--- config.mk ---
export PLATFORM = sky130hd
export DESIGN_NAME = id_regfile_flat
export DESIGN_NICKNAME = d
export VERILOG_FILES = /design/src/rtl/id_regfile_if.sv /design/src/rtl/id_regfile.sv /design/src/flat_wrapper.sv
export SDC_FILE = /design/constraint.sdc
export NUM_CORES = 2
export LEC_CHECK = 0
export CAP_MARGIN = 10
export CORE_ASPECT_RATIO = 1.4
export CORE_UTILIZATION = 60
export CTS_CLUSTER_SIZE = 28
export DETAILED_ROUTE_END_ITERATION = 10
export MAX_ROUTING_LAYER = met4
export PLACE_DENSITY = 0.78
export SYNTH_ARGS = -nofsm -noshare
export SYNTH_HDL_FRONTEND = slang
export SYNTH_SLANG_ARGS = --single-unit
--- constraint.sdc ---
create_clock -name clk -period 5.65 [get_ports clk]
set_clock_uncertainty 0.15 [all_clocks]
set_input_delay 1.13 -clock clk [delete_from_list [all_inputs] [get_ports clk]]
set_output_delay 1.13 -clock clk [all_outputs]
set_load 0.02 [all_outputs]
--- src/rtl/id_regfile_if.sv ---
// ---------------------------------------------------------------------------
// id_regfile_if
//
// Bundles every non-clock signal between the ID/WB pipeline logic and the
// integer register file.
//
// Signal semantics (there is no back-pressure anywhere on this interface):
//   * RegWrite, issue_valid and kill_valid are single-cycle qualifiers. The
//     event they qualify happens exactly once, on the rising clock edge that
//     ends the cycle in which the qualifier is high. The associated address
//     and data fields only have meaning while their qualifier is high.
//   * rs1_data, rs2_data, rs1_busy and rs2_busy are combinational responses
//     to the addresses and writeback inputs presented in the same cycle.
//   * sb_error is registered and sticky until reset.
//
// Modports:
//   master : ID/WB pipeline side, drives addresses, writeback, issue and kill
//   slave  : register file side, drives read data, busy flags and sb_error
// ---------------------------------------------------------------------------
interface id_regfile_if #(
    parameter int XLEN = 32,
    parameter int AW   = 5
);
    // read ports
    logic [AW-1:0]   rs1_addr;
    logic [AW-1:0]   rs2_addr;
    logic [XLEN-1:0] rs1_data;
    logic [XLEN-1:0] rs2_data;

    // writeback port from the WB stage
    logic            RegWrite;
    logic [AW-1:0]   rd_addr;
    logic [XLEN-1:0] rd_data;

    // scoreboard events
    logic            issue_valid;
    logic [AW-1:0]   issue_rd;
    logic            issue_RegWrite;
    logic            kill_valid;
    logic [AW-1:0]   kill_rd;

    // scoreboard status
    logic            rs1_busy;
    logic            rs2_busy;
    logic            sb_error;

    modport master (
        output rs1_addr, rs2_addr,
        output RegWrite, rd_addr, rd_data,
        output issue_valid, issue_rd, issue_RegWrite,
        output kill_valid, kill_rd,
        input  rs1_data, rs2_data,
        input  rs1_busy, rs2_busy, sb_error
    );

    modport slave (
        input  rs1_addr, rs2_addr,
        input  RegWrite, rd_addr, rd_data,
        input  issue_valid, issue_rd, issue_RegWrite,
        input  kill_valid, kill_rd,
        output rs1_data, rs2_data,
        output rs1_busy, rs2_busy, sb_error
    );
endinterface

--- src/rtl/id_regfile.sv ---
// ---------------------------------------------------------------------------
// id_regfile
//
// Architectural integer register file for the ID stage with a per-register
// in-flight-write scoreboard.
//
//   * Two combinational read ports with write-first bypass: a value retiring
//     from WB in this cycle is visible on the read ports in the same cycle.
//   * x0 is hard-wired to zero; any write, issue or kill aimed at x0 is
//     dropped without touching storage, counters or the error flag.
//   * Each register has a CNT_W-bit counter of outstanding writers:
//     issue increments, retire (RegWrite) and kill decrement. Events on the
//     same register in one cycle are netted before the range check.
//     Underflow clamps to 0, overflow holds at max; both set sb_error,
//     which is sticky until rst.
//   * rsN_busy reports an outstanding writer for rsN that is not retiring
//     this cycle (the retiring one is served by the bypass).
//
// Ports:
//   clk  : rising-edge clock for all state
//   rst  : synchronous, active-high reset; overrides all concurrent events
//   bus  : id_regfile_if.slave carrying read ports, writeback port,
//          issue/kill events, busy flags and sb_error
// ---------------------------------------------------------------------------
module id_regfile #(
    parameter int XLEN  = 32,
    parameter int NREGS = 32,
    parameter int CNT_W = 2
) (
    input  logic         clk,
    input  logic         rst,
    id_regfile_if.slave  bus
);

    localparam int AW = $clog2(NREGS);
    // Two extra bits: one for the +1 headroom, one for the sign.
    localparam int SW = CNT_W + 2;
    localparam logic [CNT_W-1:0] CNT_MAX = '1;

    // ------------------------------------------------------------------
    // State
    // ------------------------------------------------------------------
    logic [XLEN-1:0]  regs_q [NREGS];
    logic [CNT_W-1:0] cnt_q  [NREGS];
    logic [CNT_W-1:0] cnt_d  [NREGS];
    logic             sb_error_q;

    // ------------------------------------------------------------------
    // Event decode, one bit per register. Bit 0 is never set, so x0
    // never sees any scoreboard activity.
    // ------------------------------------------------------------------
    logic [NREGS-1:0] inc_vec;
    logic [NREGS-1:0] ret_vec;
    logic [NREGS-1:0] kil_vec;

    always_comb begin
        inc_vec = '0;
        ret_vec = '0;
        kil_vec = '0;
        for (int r = 1; r < NREGS; r++) begin
            inc_vec[r] = bus.issue_valid && bus.issue_RegWrite &&
                         (bus.issue_rd == AW'(r));
            ret_vec[r] = bus.RegWrite   && (bus.rd_addr == AW'(r));
            kil_vec[r] = bus.kill_valid && (bus.kill_rd == AW'(r));
        end
    end

    // ------------------------------------------------------------------
    // Counter next-state with netting and range check.
    // The sum is formed modulo 2^SW; with at most +1/-2 applied to a
    // value in [0, CNT_MAX] the result is an exact two's complement
    // number, so the top bit flags underflow and any set bit between
    // the sign and the counter field flags overflow.
    // ------------------------------------------------------------------
    logic [SW-1:0] net;
    logic          any_err;

    always_comb begin
        net     = '0;
        any_err = 1'b0;
        for (int r = 0; r < NREGS; r++) begin
            net = {2'b00, cnt_q[r]}
                + SW'(inc_vec[r])
                - SW'(ret_vec[r])
                - SW'(kil_vec[r]);
            cnt_d[r] = net[CNT_W-1:0];
            if (net[SW-1]) begin
                cnt_d[r] = '0;
                any_err  = 1'b1;
            end else if (net[SW-2:CNT_W] != '0) begin
                cnt_d[r] = CNT_MAX;
                any_err  = 1'b1;
            end
        end
    end

    // ------------------------------------------------------------------
    // Sequential update
    // ------------------------------------------------------------------
    always_ff @(posedge clk) begin
        if (rst) begin
            for (int r = 0; r < NREGS; r++) begin
                regs_q[r] <= '0;
                cnt_q[r]  <= '0;
            end
            sb_error_q <= 1'b0;
        end else begin
            if (bus.RegWrite && (bus.rd_addr != '0)) begin
                regs_q[bus.rd_addr] <= bus.rd_data;
            end
            for (int r = 0; r < NREGS; r++) begin
                cnt_q[r] <= cnt_d[r];
            end
            sb_error_q <= sb_error_q | any_err;
        end
    end

    // ------------------------------------------------------------------
    // Read ports: x0 -> 0, else write-first bypass, else storage.
    // ------------------------------------------------------------------
    logic [XLEN-1:0] rs1_val;
    logic [XLEN-1:0] rs2_val;

    always_comb begin
        rs1_val = regs_q[bus.rs1_addr];
        if (bus.rs1_addr == '0) begin
            rs1_val = '0;
        end else if (bus.RegWrite && (bus.rd_addr == bus.rs1_addr)) begin
            rs1_val = bus.rd_data;
        end
    end

    always_comb begin
        rs2_val = regs_q[bus.rs2_addr];
        if (bus.rs2_addr == '0) begin
            rs2_val = '0;
        end else if (bus.RegWrite && (bus.rd_addr == bus.rs2_addr)) begin
            rs2_val = bus.rd_data;
        end
    end

    // ------------------------------------------------------------------
    // Busy: pre-edge count minus the writer retiring right now. Issue and
    // kill of the current cycle deliberately do not participate.
    // ret_vec[0] is always 0 and cnt_q[0] never leaves 0, so x0 is never
    // busy; the explicit address check keeps that obvious.
    // ------------------------------------------------------------------
    logic [CNT_W:0] rs1_pend;
    logic [CNT_W:0] rs2_pend;
    logic           rs1_busy_c;
    logic           rs2_busy_c;

    always_comb begin
        rs1_pend   = {1'b0, cnt_q[bus.rs1_addr]} - (CNT_W+1)'(ret_vec[bus.rs1_addr]);
        rs2_pend   = {1'b0, cnt_q[bus.rs2_addr]} - (CNT_W+1)'(ret_vec[bus.rs2_addr]);
        rs1_busy_c = (bus.rs1_addr != '0) && !rs1_pend[CNT_W] && (rs1_pend != '0);
        rs2_busy_c = (bus.rs2_addr != '0) && !rs2_pend[CNT_W] && (rs2_pend != '0);
    end

    assign bus.rs1_data = rs1_val;
    assign bus.rs2_data = rs2_val;
    assign bus.rs1_busy = rs1_busy_c;
    assign bus.rs2_busy = rs2_busy_c;
    assign bus.sb_error = sb_error_q;

endmodule

--- src/flat_wrapper.sv ---
// flat-port wrapper written by rule: the top's interface ports become plain ports
module id_regfile_flat 
#(
    parameter int XLEN  = 32,
    parameter int NREGS = 32,
    parameter int CNT_W = 2
)
  (clk, rst, bus_rs1_addr, bus_rs2_addr, bus_RegWrite, bus_rd_addr, bus_rd_data, bus_issue_valid, bus_issue_rd, bus_issue_RegWrite, bus_kill_valid, bus_kill_rd, bus_rs1_data, bus_rs2_data, bus_rs1_busy, bus_rs2_busy, bus_sb_error);
  id_regfile_if #(.XLEN(XLEN), .AW((5))) bus_i ();
  input  logic clk;
  input  logic rst;
  input wire logic [$bits(bus_i.rs1_addr)-1:0] bus_rs1_addr;
  input wire logic [$bits(bus_i.rs2_addr)-1:0] bus_rs2_addr;
  input wire logic [$bits(bus_i.RegWrite)-1:0] bus_RegWrite;
  input wire logic [$bits(bus_i.rd_addr)-1:0] bus_rd_addr;
  input wire logic [$bits(bus_i.rd_data)-1:0] bus_rd_data;
  input wire logic [$bits(bus_i.issue_valid)-1:0] bus_issue_valid;
  input wire logic [$bits(bus_i.issue_rd)-1:0] bus_issue_rd;
  input wire logic [$bits(bus_i.issue_RegWrite)-1:0] bus_issue_RegWrite;
  input wire logic [$bits(bus_i.kill_valid)-1:0] bus_kill_valid;
  input wire logic [$bits(bus_i.kill_rd)-1:0] bus_kill_rd;
  output wire logic [$bits(bus_i.rs1_data)-1:0] bus_rs1_data;
  output wire logic [$bits(bus_i.rs2_data)-1:0] bus_rs2_data;
  output wire logic [$bits(bus_i.rs1_busy)-1:0] bus_rs1_busy;
  output wire logic [$bits(bus_i.rs2_busy)-1:0] bus_rs2_busy;
  output wire logic [$bits(bus_i.sb_error)-1:0] bus_sb_error;
  assign bus_i.rs1_addr = bus_rs1_addr;
  assign bus_i.rs2_addr = bus_rs2_addr;
  assign bus_i.RegWrite = bus_RegWrite;
  assign bus_i.rd_addr = bus_rd_addr;
  assign bus_i.rd_data = bus_rd_data;
  assign bus_i.issue_valid = bus_issue_valid;
  assign bus_i.issue_rd = bus_issue_rd;
  assign bus_i.issue_RegWrite = bus_issue_RegWrite;
  assign bus_i.kill_valid = bus_kill_valid;
  assign bus_i.kill_rd = bus_kill_rd;
  assign bus_rs1_data = bus_i.rs1_data;
  assign bus_rs2_data = bus_i.rs2_data;
  assign bus_rs1_busy = bus_i.rs1_busy;
  assign bus_rs2_busy = bus_i.rs2_busy;
  assign bus_sb_error = bus_i.sb_error;
  id_regfile #(.XLEN(XLEN), .NREGS(NREGS), .CNT_W(CNT_W)) u_core (.clk(clk), .rst(rst), .bus(bus_i));
endmodule
## Yosys cells after proc, flatten, opt, wreduce, memory -nomap -nowiden

Memory sizes are Yosys's and may differ from the RTL's.
Index checks and enable logic that the tools add are counted.

- Output and inout bits: 67
- RAM bits: 1,088
- Memories: 2
- Input bits: 63
- Register bits after elaboration: 1
- Word-level logic and storage cells: 514

- Order comparisons: 2
- Reduce and logical (&&, ||, !) cells: 112
- Multiplexer cells: 173
- Add/subtract/negate cells: 95
- Eq/ne operators: 96
- Bitwise operators: 33

Memory list:

| name | depth | bits a word | rd ports | clocked after Yosys merged registers in | wr ports | RTL line | RTL |
|---|---|---|---|---|---|---|---|
| u_core.regs_q | 32 | 32 | 2 | 0 | 32 | id_regfile.sv:43 | `logic [XLEN-1:0] regs_q [NREGS];` |
| u_core.cnt_q | 32 | 2 | 33 | 0 | 32 | id_regfile.sv:44 | `logic [CNT_W-1:0] cnt_q [NREGS];` |

Operators by type and width:

| operator | number |
|---|---|
| $sub 4x1->4 | 62 |
| $eq 5x5->1 const B | 48 |
| $mux 2 | 94 |
| $mux 32 | 5 |
| $eq 5x4->1 const B | 24 |
| $logic_and 1x1->1 | 101 |
| $add 2x1->3 | 31 |
| $mux 1 | 71 |
| $eq 5x3->1 const B | 12 |
| $or 1x1->1 | 33 |
| $reduce_or 32->1 | 1 |
| $eq 5x2->1 const B | 6 |
| $eq 5x1->1 const B | 3 |
| $reduce_bool 5->1 | 3 |
| $lt 5x6->1 const B | 2 |
| $bmux 1 s5 | 2 |
| $eq 5x5->1 | 2 |
| $logic_not 5->1 | 2 |
| $reduce_bool 3->1 | 2 |
| $sub 2x1->3 | 2 |
| $mux 5 | 1 |
| $logic_not 1->1 | 2 |
| $reduce_and 2->1 | 1 |
| $ne 0x0->1 | 1 |

## Longest topological paths before layout

- Word-level depth: 68
- Gate-level depth with buffers: 14
- Gate-level depth less buffers: 14

## Worst setup path after synthesis

No wires, ideal clock.

- Path type: input to output
- From: input bus_rs2_addr[0]
- To: output bus_rs2_busy
- Buffers on the path: 4
- Path slack: 681 ps
- Stages: 10
- Required time: 4,370 ps
- Arrival time: 3,689 ps
- Cell sequence: buf_2 buf_6 buf_2 buf_2 mux4_2 mux4_2 mux2i_1 ha_1 ha_1 a211oi_1

- Cells in the longest elaborated chain, start to end: 6
- Elaborated cells between the ends (all ways): 9
- Classes of those cells: add/sub (1); mux (2); reduce/logical (5); memory (1)

RTL lines:

| item | RTL line | RTL |
|---|---|---|
| start, declared | flat_wrapper.sv:13 | `input wire logic [$bits(bus_i.rs2_addr)-1:0] bus_rs2_addr;` |
| $bmux 1 s5 | id_regfile.sv:155 | `rs2_pend = {1'b0, cnt_q[bus.rs2_addr]} - (CNT_W+1)'(ret_vec[bus.rs2_addr]);` |
| $mux 1 (not written as such) | id_regfile.sv:155 |  |
| $sub 2x1->3 | id_regfile.sv:155 |  |
| $logic_not 1->1 | id_regfile.sv:157 | `rs2_busy_c = (bus.rs2_addr != '0) && !rs2_pend[CNT_W] && (rs2_pend != '0);` |
| $logic_and 1x1->1 | id_regfile.sv:157 |  |
| $logic_and 1x1->1 * | id_regfile.sv:157 |  |
| end, declared | flat_wrapper.sv:25 | `output wire logic [$bits(bus_i.rs2_busy)-1:0] bus_rs2_busy;` |

Every way passes the cells marked *; elsewhere a longest branch is shown, timed or not. The select of a mux whose other input is x is not followed.

## Worst setup path in the final report

- From: input bus_rs1_addr[1]
- To: output bus_rs1_data[19]

- Cells in the longest elaborated chain, start to end: 4
- Elaborated cells between the ends (all ways): 6
- Classes of those cells: eq/ne (1); mux (2); reduce/logical (2); memory (1)

RTL lines:

| item | RTL line | RTL |
|---|---|---|
| start, declared | flat_wrapper.sv:12 | `input wire logic [$bits(bus_i.rs1_addr)-1:0] bus_rs1_addr;` |
| parallel branches: the longest is 3 deep, another holds $mem_v2 32x32 | n/a |  |
| $mux 32 * | id_regfile.sv:126 | `if (bus.rs1_addr == '0) begin` |
| end, declared | flat_wrapper.sv:22 | `output wire logic [$bits(bus_i.rs1_data)-1:0] bus_rs1_data;` |

Mark *: on every way between the ends.

==> impl_metrics.json <==
{
  "cts_resized": 0,
  "synth.top_cell.area_share_pct": 50.0,
  "endpoint_kind": "output pin",
  "htreeDepth": 3,
  "max_slew_margin_pct": 13.4,
  "cap_violations": 0,
  "hold_path_startpoint": "u_core.bus.sb_error$_SDFF_PP0_",
  "synth_top_family_by_area": "multiplexers",
  "r2r_start": "u_core.cnt_q[16][0]$_SDFF_PP0_",
  "fin_cells": 6003,
  "synth_most_common_cell": "edfxtp_1",
  "clock_tree.buffer_depth": 3,
  "design.die.area_um2": 104000,
  "syn_area_um2": 61500,
  "die_height_um": 381,
  "crit_type": "input port to output pin",
  "peakVddDrop_mv": 0.292,
  "firstDrtPassIters": 6,
  "synth_edf_count": 1024,
  "cts_hold_buffers": 0,
  "drv_slew": 0,
  "hold_depth": 3,
  "synthXorXnorAreaFrac_pct": 0.213,
  "place_inst": 5798,
  "ys_top_cells_by_count": "1024 x edfxtp_1, 994 x and2_1, 559 x mux4_2, 288 x clkbuf_1, 223 x nor2_1",
  "final_cell_area_um2": 69600,
  "power_density_nw_per_um2": 281,
  "synth-compound-area-share_pct": 4.53,
  "synthCells": 4414,
  "portBuffers": 129,
  "yosysTopAreaCell": "edfxtp_1",
  "holdPathEnd": "u_core.bus.sb_error$_SDFF_PP0_",
  "worst_slack_ns": -0.00658,
  "syn_avg_cell_area_um2": 13.9,
  "violations": "setup timing",
  "r2r_slack_ns": 2.38,
  "seq_area_um2": 32000,
  "period_share_pct": 100,
  "whs_ns": 0.601,
  "multi_input_area_um2": 27900,
  "drt-total-wl_um": 212000,
  "grt_pass1_wl_um": 298000,
  "crit_required_ns": 4.37,
  "grt_usage_pct": 42.4,
  "drtAntennaViolNets": 0,
  "synth_cell_types": 56,
  "tritoncts": "built",
  "cp.arrival_ns": 4.38,
  "drive_gt1_share_pct": 23.9,
  "pin_count": 130,
  "gp_congestion": 1.03,
  "cts.root.buffer_cell": "clkbuf_16",
  "grt_pass1_vias": 43400,
  "clk_latency_ns": 0.74,
  "rows": 138,
  "fill_cells": 6768,
  "final_util_pct": 68.6,
  "via_count": 43200,
  "tightest_slew_ns": 1.30,
  "rsz0062_at_grt": "false",
  "drtIter0Drc": 6439,
  "area_growth_pct": 13.0,
  "clkSinkCount": 1087,
  "synthMuxAreaShare_pct": 21.7,
  "start_util_pct": 60.7,
  "hold_violations": 0,
  "grt_max_degree": 85,
  "placed_cell_area_um2": 66200,
  "ys_seq_area_share_pct": 52.0,
  "fmax_mhz": 177,
  "finalSetupViolations": 1,
  "reg2reg_to": "u_core.bus.sb_error$_SDFF_PP0_",
  "start_kind": "input port",
  "coreArea_um2": 101000,
  "grt_overflow_total": 0,
  "worstPathMaxFanout": 27,
  "status": "complete, but fails checks",
  "synthAdderAreaFrac_pct": 2.98,
  "fin_nets": 4766,
  "wl_per_cell_um": 35.4,
  "clk_pin_slew_worst_paths_ns": 0.06,
  "grt_antenna_before_repair": 10,
  "p_leak_uw": 0.0248,
  "async_flop_share_pct": 0,
  "numCtsBuffers": 105,
  "synth_seq_cells": 1087,
  "dp_hpwl_um": 133000,
  "drcViolationCount": 0,
  "synthSimpleGateAreaFrac_pct": 15.2,
  "fp.dieW_um": 273,
  "synth-main-ff-cell": "edfxtp_1",
  "ys.warnings.count": 0,
  "synth.top_cells.by_area": "edfxtp_1 50%, mux4_2 20%, and2_1 10%",
  "hold_class": "flop to flop",
  "via_per_inst": 7.20,
  "cts_setup_buffers": 0,
  "reg2regPathDepth": 12,
  "final.min_clock_period_ns": 5.66
}
==> routing by layer <==
layer	wire (um)	track usage, %	up-vias
met5	0	-	-
met4	21000	34.3	0
met3	27200	9.81	1020
met2	98900	64.1	3790
met1	65200	48.3	21400
li1	-	-	17000
==> stage by stage <==
stage	setup TNS, ns	power, uW	setup WS [ns]
after global routing	0	19900	0.0133
after CTS	0	19500	0.0642
after global placement	-0.707	12400	-0.707
after floorplan	0	11200	0.681
after detailed placement	0	12500	0.0855
final	-0.00658	19600	-0.00658
==> state kept, by name, summed over array words and instances (netlist names) <==
register and cells:
u_core.bus.sb_error 1, u_core.cnt_q 62, u_core.regs_q 1024
==> final cells by class <==
type	instances	area share (%)
diodes	8	0.0288
clock buffers	126	3.95
clock inverters	71	0.881
inverters	67	0.361
multi-input cells	2879	40.1
flip-flops and latches	1087	46.0
well taps	1330	2.39
repair buffers	435	6.28
==> cells by family after synthesis <==
group / after synthesis
AO/OA/AOI/OAI: 404
XOR/XNOR: 15
adder cells (fa/ha/maj): 128
buffers and inverters: 479
flip-flops: 1087
multiplexers: 635
other: 1
AND/OR/NAND/NOR: 1665
==> cell usage in the layout (no fill, tap or decap), types with 31 or more instances in the layout <==
cell type,instances
a211oi_1,55
a21oi_1,97
a22oi_1,39
and2_1,994
buf_12,63
buf_4,247
clkbuf_16,107
clkdlybuf4s50_1,118
clkinv_1,32
conb_1,32
dfxtp_1,63
edfxtp_1,1024
fa_1,31
ha_1,97
inv_1,64
mux2i_1,67
mux4_2,559
nand2_1,191
nand2b_1,82
nor2_1,188
nor2_4,36
nor2b_1,40
o211ai_1,35
o22ai_1,71
or2_2,32
==> power breakdown <==
part	leakage (uW)	switching [uW]	internal [uW]
registers	0.0103	246	9240
clock network	0.00164	3180	3890
logic	0.0129	1700	1290
total	0.0248	5130	14400
==> worst max-delay path by stage <==
stage	start	endpoint	slack, ns	depth (start not counted)
finish	bus_rs1_addr[1]	bus_rs1_data[19]	-0.007	9
global route	bus_rs1_addr[0]	bus_rs1_data[19]	0.01	11
floorplan	bus_rs2_addr[0]	bus_rs2_busy	0.68	10
CTS	bus_rs1_addr[0]	bus_rs1_data[5]	0.06	12
global placement	bus_rs1_addr[0]	bus_rs1_data[7]	-0.71	10
detailed placement	bus_rs1_addr[0]	bus_rs1_data[5]	0.09	12
==> critical path, stage by stage <==
cell             delay, ns
buf_8                 0.27
buf_12                0.26
and2_1                0.63
a221oi_1              0.22
o21ai_0               0.19
o211ai_1              0.40
a21oi_1               0.50
nor3_1                0.12
clkdlybuf4s50_1       0.61
Note: power is estimated with default switching activity, not from simulation.
